==> src/rtl/mem_req_pkg.sv <==
// Shared types for the memory request issuer: default widths, command record, FSM states.
package mem_req_pkg;
  localparam int MEM_ADDR_W = 10;
  localparam int MEM_DATA_W = 32;

  typedef struct packed {
    logic                  rnw;
    logic [MEM_ADDR_W-1:0] addr;
    logic [MEM_DATA_W-1:0] wdata;
  } mem_cmd_t;

  typedef enum logic [1:0] {IDLE, REQ, GAP} issuer_state_t;
endpackage

==> src/rtl/mem_req_issuer_fifo.sv <==
// sync_fifo: circular command buffer with wrap-around pointers and a separate occupancy count.
module sync_fifo
  import mem_req_pkg::*;
#(
  parameter int  DEPTH = 4,
  parameter type T     = mem_cmd_t
) (
  input  logic                     clk,
  input  logic                     reset,
  input  logic                     i_push,
  input  logic                     i_pop,
  input  T                         i_din,
  output T                         o_head,
  output logic                     o_full,
  output logic                     o_empty,
  output logic [$clog2(DEPTH):0]   o_count
);
  localparam int PW = $clog2(DEPTH);
  localparam logic [PW:0] FULL_CNT = (PW+1)'(DEPTH);

  T              r_mem [DEPTH];
  logic [PW-1:0] r_wr_ptr, r_rd_ptr;
  logic [PW:0]   r_count;
  logic          w_push, w_pop;

  // Guard against overflow/underflow even if a caller misbehaves.
  assign w_push = i_push && !o_full;
  assign w_pop  = i_pop && !o_empty;

  always_ff @(posedge clk) begin
    if (reset) begin
      r_wr_ptr <= '0;
      r_rd_ptr <= '0;
      r_count  <= '0;
    end else begin
      if (w_push) r_wr_ptr <= r_wr_ptr + 1'b1;
      if (w_pop)  r_rd_ptr <= r_rd_ptr + 1'b1;
      case ({w_push, w_pop})
        2'b10:   r_count <= r_count + 1'b1;
        2'b01:   r_count <= r_count - 1'b1;
        default: ;
      endcase
    end
  end

  always_ff @(posedge clk) begin
    if (w_push) r_mem[r_wr_ptr] <= i_din;
  end

  assign o_head  = r_mem[r_rd_ptr];
  assign o_full  = (r_count == FULL_CNT);
  assign o_empty = (r_count == '0);
  assign o_count = r_count;
endmodule

==> src/rtl/mem_req_issuer.sv <==
// Queues producer commands and issues them one at a time to a single-port memory.
// Optional MEM_REQ_ISSUER_STATS_EN adds saturating read/write/stall counters.
module mem_req_issuer
  import mem_req_pkg::*;
#(
  parameter int DEPTH  = 4,
  parameter int ADDR_W = MEM_ADDR_W,
  parameter int DATA_W = MEM_DATA_W
) (
  input  logic              clk,
  input  logic              reset,
  input  logic              cmd_valid_i,
  output logic              cmd_ready_o,
  input  logic              cmd_rnw_i,
  input  logic [ADDR_W-1:0] cmd_addr_i,
  input  logic [DATA_W-1:0] cmd_wdata_i,
  output logic              req_o,
  output logic              req_rnw_o,
  output logic [ADDR_W-1:0] req_addr_o,
  output logic [DATA_W-1:0] req_wdata_o,
  input  logic              req_ready_i,
  input  logic [DATA_W-1:0] req_rdata_i,
  output logic              rsp_valid_o,
  output logic [ADDR_W-1:0] rsp_addr_o,
  output logic [DATA_W-1:0] rsp_rdata_o
`ifdef MEM_REQ_ISSUER_STATS_EN
  ,
  output logic [15:0]       rd_cnt_o,
  output logic [15:0]       wr_cnt_o,
  output logic [15:0]       stall_cnt_o
`endif
);
  // Same layout as mem_cmd_t, sized by this instance's widths.
  typedef struct packed {
    logic              rnw;
    logic [ADDR_W-1:0] addr;
    logic [DATA_W-1:0] wdata;
  } cmd_t;

  issuer_state_t           r_state, w_state_nxt;
  cmd_t                    w_cmd_in, w_head;
  logic                    w_full, w_empty, w_push, w_pop;
  logic [$clog2(DEPTH):0]  w_count;
  logic                    r_rsp_valid;
  logic [ADDR_W-1:0]       r_rsp_addr;
  logic [DATA_W-1:0]       r_rsp_rdata;

  assign cmd_ready_o = !w_full;
  assign w_push      = cmd_valid_i && cmd_ready_o;
  assign w_pop       = (r_state == REQ) && req_ready_i;
  assign w_cmd_in    = '{rnw: cmd_rnw_i, addr: cmd_addr_i, wdata: cmd_wdata_i};

  sync_fifo #(.DEPTH(DEPTH), .T(cmd_t)) u_fifo (
    .clk     (clk),
    .reset   (reset),
    .i_push  (w_push),
    .i_pop   (w_pop),
    .i_din   (w_cmd_in),
    .o_head  (w_head),
    .o_full  (w_full),
    .o_empty (w_empty),
    .o_count (w_count)
  );

  always_ff @(posedge clk) begin
    if (reset) r_state <= IDLE;
    else       r_state <= w_state_nxt;
  end

  // Request fields are driven from the FIFO head only while in REQ, so they are 0 otherwise.
  always_comb begin
    w_state_nxt = r_state;
    req_o       = 1'b0;
    req_rnw_o   = 1'b0;
    req_addr_o  = '0;
    req_wdata_o = '0;
    case (r_state)
      IDLE: if (!w_empty) w_state_nxt = REQ;
      REQ: begin
        req_o       = 1'b1;
        req_rnw_o   = w_head.rnw;
        req_addr_o  = w_head.addr;
        req_wdata_o = w_head.wdata;
        if (req_ready_i) w_state_nxt = GAP;
      end
      GAP:     w_state_nxt = (w_count != '0) ? REQ : IDLE;
      default: w_state_nxt = IDLE;
    endcase
  end

  always_ff @(posedge clk) begin
    if (reset) begin
      r_rsp_valid <= 1'b0;
      r_rsp_addr  <= '0;
      r_rsp_rdata <= '0;
    end else begin
      r_rsp_valid <= w_pop && w_head.rnw;
      if (w_pop && w_head.rnw) begin
        r_rsp_addr  <= w_head.addr;
        r_rsp_rdata <= req_rdata_i;
      end
    end
  end

  assign rsp_valid_o = r_rsp_valid;
  assign rsp_addr_o  = r_rsp_addr;
  assign rsp_rdata_o = r_rsp_rdata;

`ifdef MEM_REQ_ISSUER_STATS_EN
  logic [15:0] r_rd_cnt, r_wr_cnt, r_stall_cnt;

  always_ff @(posedge clk) begin
    if (reset) begin
      r_rd_cnt    <= '0;
      r_wr_cnt    <= '0;
      r_stall_cnt <= '0;
    end else begin
      if (w_pop && w_head.rnw && r_rd_cnt != 16'hFFFF)   r_rd_cnt <= r_rd_cnt + 16'd1;
      if (w_pop && !w_head.rnw && r_wr_cnt != 16'hFFFF)  r_wr_cnt <= r_wr_cnt + 16'd1;
      if (r_state == REQ && !req_ready_i && r_stall_cnt != 16'hFFFF)
        r_stall_cnt <= r_stall_cnt + 16'd1;
    end
  end

  assign rd_cnt_o    = r_rd_cnt;
  assign wr_cnt_o    = r_wr_cnt;
  assign stall_cnt_o = r_stall_cnt;
`endif
endmodule

==> config.mk <==
export PLATFORM = sky130hd
export DESIGN_NAME = mem_req_issuer
export DESIGN_NICKNAME = d
export VERILOG_FILES = /design/src/rtl/mem_req_pkg.sv /design/src/rtl/mem_req_issuer_fifo.sv /design/src/rtl/mem_req_issuer.sv
export SDC_FILE = /design/constraint.sdc
export NUM_CORES = 1
export LEC_CHECK = 0
export CORE_UTILIZATION = 55
export DETAILED_ROUTE_END_ITERATION = 16
export PLACE_DENSITY = 0.82
export SLEW_MARGIN = 20
export SYNTH_ARGS = -nofsm -noshare
export SYNTH_HDL_FRONTEND = slang
export SYNTH_HIERARCHICAL = 1
export SYNTH_SLANG_ARGS = --single-unit
export TNS_END_PERCENT = 50
==> constraint.sdc <==
create_clock -name clk -period 6.4 [get_ports clk]
set_clock_uncertainty 0.2 [all_clocks]
set_input_delay 1.28 -clock clk [delete_from_list [all_inputs] [get_ports clk]]
set_output_delay 1.28 -clock clk [all_outputs]
set_load 0.02 [all_outputs]
; Word-level counts from Yosys, hierarchy flattened
; Memories as Yosys holds them, arrays and structs flattened. A register that Yosys moved wholly into a read port is not among the register bits.
; Cells that the tools add are included.
; W data, S select, Z words.
[classes]
add_sub_neg = 4
eq_ne = 7
mux = 13
reduce_logical = 12
[ops]
columns = operator, count
row1 = $mux W32, 1
row2 = $mux W10, 1
row3 = $mux W2, 4
row4 = $pmux W2 S3, 1
row5 = $pmux W3 S2, 1
row6 = $logic_and A1 B1 Y1, 5
row7 = $mux W1, 5
row8 = $add A2 B1 Y2 const B, 2
row9 = $eq A2 B1 Y1 const B, 2
row10 = $eq A2 B2 Y1 const B, 2
row11 = $ne A2 B2 Y1 const B, 2
row12 = $add A3 B1 Y3 const B, 1
row13 = $eq A3 B3 Y1 const B, 1
row14 = $logic_not A3 Y1, 1
row15 = $reduce_bool A3 Y1, 1
row16 = $sub A3 B1 Y3 const B, 1
row17 = $logic_not A1 Y1, 2
row18 = $logic_not A2 Y1, 1
row19 = $reduce_and A2 Y1, 1
row20 = $reduce_bool A2 Y1, 1
[word_totals]
register_bits = 52
ramBits = 172
input_bits = 79
output_inout_bits = 88
word_cells = 44
mem_count = 1
[mem_list]
columns = name, depth, width, rd, rd_clocked_by_memory_dff, wr, line
row1 = u_fifo.r_mem, 4, 43, 1, 1, 1, mem_req_issuer_fifo.sv:21  ; T r_mem [DEPTH];

; Depth between registers and ports, before layout
[depth]
word_depth = 6
depth_mapped = 11
mapped_depth_nobuf = 11

; Cells and area by module
; The synthesis kept the hierarchy.
[by_module_without_submodules]
columns = mod, n_inst, cells_per_inst, area_each_um2, seq_area_each_um2
row1 = sync_fifo, 1, 279, 6747.7, 5345.1
row2 = mem_req_issuer, 1, 245, 2308.5, 900.9

; Worst setup path before layout
; No wires, ideal clock.
[synth_timing]
path_type = input -> register
start = in cmd_valid_i
end = mem u_fifo/r_mem[0][0] (netlist bit) (enable)
setup_ns = 0.405
arrival_ns = 2.707
required_time_ns = 5.795
slack_ns = 3.088
stages = 4
n_path_buf = 0
path_cell_list = nor2b_1 inv_1 nor2_2 and2_1
[synth_between]
elab_chain_len = 4
[synth_lines]
columns = item, line
row1 = start: declaration, mem_req_issuer.sv:12  ; input logic cmd_valid_i,
row2 = $logic_and A1 B1 Y1, mem_req_issuer.sv:49  ; assign w_push = cmd_valid_i && cmd_ready_o;
row3 = $logic_and A1 B1 Y1, mem_req_issuer_fifo.sv:27  ; assign w_push = i_push && !o_full;
row4 = $mux W1, mem_req_issuer_fifo.sv:47  ; if (w_push) r_mem[r_wr_ptr] <= i_din;
row5 = $mux W1 (not written as such), mem_req_issuer_fifo.sv:47
row6 = end: declaration, mem_req_issuer_fifo.sv:21
; Every way passes these cells.

==> metrics.cfg <==
[synth]
synth_edf_count=172
synth_area_um2=9060
synth_flop_cell=edfxtp_1
synth_cell_types=32
ys_seq_elements=226
synthArstFlopShare=0
syn-mean-instance-area_um2=17.3
ys.warnings.count=6
synth_cells=524
ys_seq_area_frac=0.690
synth_fp_nets=609

[timing]
fmax_ghz=0.234
min_period_over_period=0.667
setup_violations=0
tns_ps=0
finalCriticalPeriod_ps=4270
rsz0062_at_grt=no
slew_viol_final=0
max_slew_margin=0.297
tightest_slew_ps=1050
hold_viol_final=0
timing.hold.ws_ps=270

[worst_setup_path]
crit_fanout=43
cp_slowest_stage_delay_ps=920
worstPathArrival_ps=2790
worstPathRequired_ps=4920
crit_type=reg2out
crit_chain=mux4_2 -> and2_1 -> clkdlybuf4s50_1
crit_path_end_kind=primary output
crit_path_start_kind=register
cp_slowest_cell=dfxtp_4

[pwr]
finalPower_mw=3.62
ir_drop_mv=0.209
power_density_nw_per_um2=313
p_leak_nw=3.79

[cells_and_area]
layout.cells.non_filler=921
nNetsFinal=773
antenna_cells=0
area_growth_pct=27.7
drive_gt1_frac=0.129
design_area_um2=11600

[placed_design]
place_hpwl_mm=10.3
dpl_cell_area_um2=10800
numPortBuffers=166
dp.cells=879
place_congestion=0.711

[clock_tree]
cts_setup_buffers=0
clock-root-buffer=clkbuf_16
hold_buffers=0
cts_buffers=23
htree_levels=1
clkTransAtPathRegs_ps=60
cts_tree=done
ctsResizeCount=0
clockBufferDepth=3
clkLatencyLatePin_ps=500
clock-sinks=226

[floorplanning]
die_y_um=130
ios=167
die_w_um=130
row_count=46
initial_core_util=0.566
coreArea_um2=16000
dieArea_um2=17000

[global_routing]
antenna_found_initial=1
grt_overflow=0
grt_pass1_wl_mm=25.6
first_global_vias=5022
grt.total_usage=0.202
grt_start_max_net_pins=98

[detailed_routing]
drt_iter0_markers=193
vias_per_cell=5.31
firstDrtPassIters=4
vias=4891
drc_errors=0
routedWlPerCell_um=18.6
wl_mm=17.1
ant_nets=0

[hold_path]
hold_class=reg2reg

[run_status]
status=complete, no violations

[run]
maxCapViolCount=0

## through the flow
step	util	setup slack, ps
after CTS	0.722	2010
after global placement	0.675	2570
after floorplan	-	3090
after detailed placement	0.675	2570
after global routing	0.723	1920
final	0.723	2130
## metal layers
metal / routed length, µm / vias to the layer above / GRT usage
met4: 278 / 2 / 0.0499
met5: 12 / - / 0
li1: - / 2266 / -
met3: 1670 / 26 / 0.0603
met1: 6850 / 2399 / 0.239
met2: 8340 / 198 / 0.359
## placed cells by master (no fill, tap or decap), types with 2 or more instances in the layout
| cell | Yosys | routed |
|---|---|---|
| a21oi_1 | 4 | 4 |
| and2_1 | 48 | 44 |
| and2_2 | 0 | 2 |
| and2_4 | 0 | 2 |
| buf_4 | 2 | 4 |
| bufinv_16 | 0 | 3 |
| clkbuf_1 | 12 | 3 |
| clkbuf_16 | 0 | 23 |
| clkdlybuf4s50_1 | 0 | 165 |
| clkinv_1 | 0 | 4 |
| clkinv_2 | 0 | 2 |
| clkinv_4 | 0 | 3 |
| clkinvlp_4 | 0 | 2 |
| dfxtp_1 | 54 | 52 |
| dfxtp_4 | 0 | 2 |
| edfxtp_1 | 172 | 172 |
| ha_1 | 5 | 5 |
| inv_1 | 9 | 9 |
| inv_6 | 0 | 2 |
| mux2i_1 | 43 | 43 |
| mux4_1 | 3 | 3 |
| mux4_2 | 40 | 40 |
| nand2b_1 | 87 | 87 |
| nor2_1 | 7 | 7 |
| nor2b_1 | 3 | 2 |
| o21ai_0 | 3 | 3 |
| or3_1 | 3 | 3 |
| xor2_1 | 3 | 3 |
## path summary, 6_finish.rpt
| path | cells past startpoint | slack, ps | endpoint | start |
|---|---|---|---|---|
| setup / recovery | 3 | 2130 | req_rnw_o | register |
| hold / removal | 2 | 270 | rsp_addr_o[6]$_SDFFE_PP0P_ | rsp_addr_o[6]$_SDFFE_PP0P_ |
| setup reg to reg | 10 | 3240 | u_fifo/o_count[2]$_SDFFE_PP0P_ | r_state[0]$_SDFFE_PP0P_ |
| hold reg to reg | 2 | 270 | rsp_addr_o[6]$_SDFFE_PP0P_ | rsp_addr_o[6]$_SDFFE_PP0P_ |
## registers in the layout (all words and copies together), names as in the netlist, named ones only
register and flops:
r_state 2, rsp_addr_o 10, rsp_rdata_o 32, rsp_valid_o 1, u_fifo/o_count 3, u_fifo/r_mem 172, u_fifo/r_rd_ptr 2, u_fifo/r_wr_ptr 2
## area by class of cell
cell class	count	area, µm²
inverter	9	33.8
timing repair buffer	169	1680
fill	1037	4440
tap	216	270
clock inverter	16	174
clock buffer	26	587
multi-input combinational	259	2560
sequential	226	6250
## power breakdown
group	internal [mW]	switching (mW)	leakage [nW]
Clock	0.787	0.534	0.365
Sequential	1.67	0.0480	2.02
Combinational	0.292	0.287	1.40
Total	2.75	0.868	3.79
## cells by family after synthesis
logic type	share of synthesized area
AOI/OAI and AO/OA	0.00635
buffers and inverters	0.0291
DFF	0.690
muxes	0.156
xor gates and xnor gates	0.00290
and+or+nand+nor	0.107
adders and majority gates	0.00912
## worst max-delay path: cells and delay by family (launching register included)
| kind | cells | cell delay (ps) |
|---|---|---|
| DFF | 1 | 920 |
| muxes | 1 | 630 |
| and+or+nand+nor | 1 | 150 |
| buffers and inverters | 1 | 550 |
## cells in the mapped netlist (2+ instances only)
library cell	count	area [µm²]
edfxtp_1	172	5160
nand2b_1	87	544
dfxtp_1	54	1080
and2_1	48	300
mux2i_1	43	430
mux4_2	40	901
clkbuf_1	12	45.0
inv_1	9	33.8
nor2_1	7	26.3
buf_2	5	25.0
buf_6	5	56.3
ha_1	5	62.6
a21oi_1	4	20.0
buf_12	4	80.1
mux4_1	3	78.8
nor2b_1	3	18.8
o21ai_0	3	15.0
or3_1	3	18.8
xor2_1	3	26.3
buf_4	2	15.0
(Power assumes the default switching activity.)
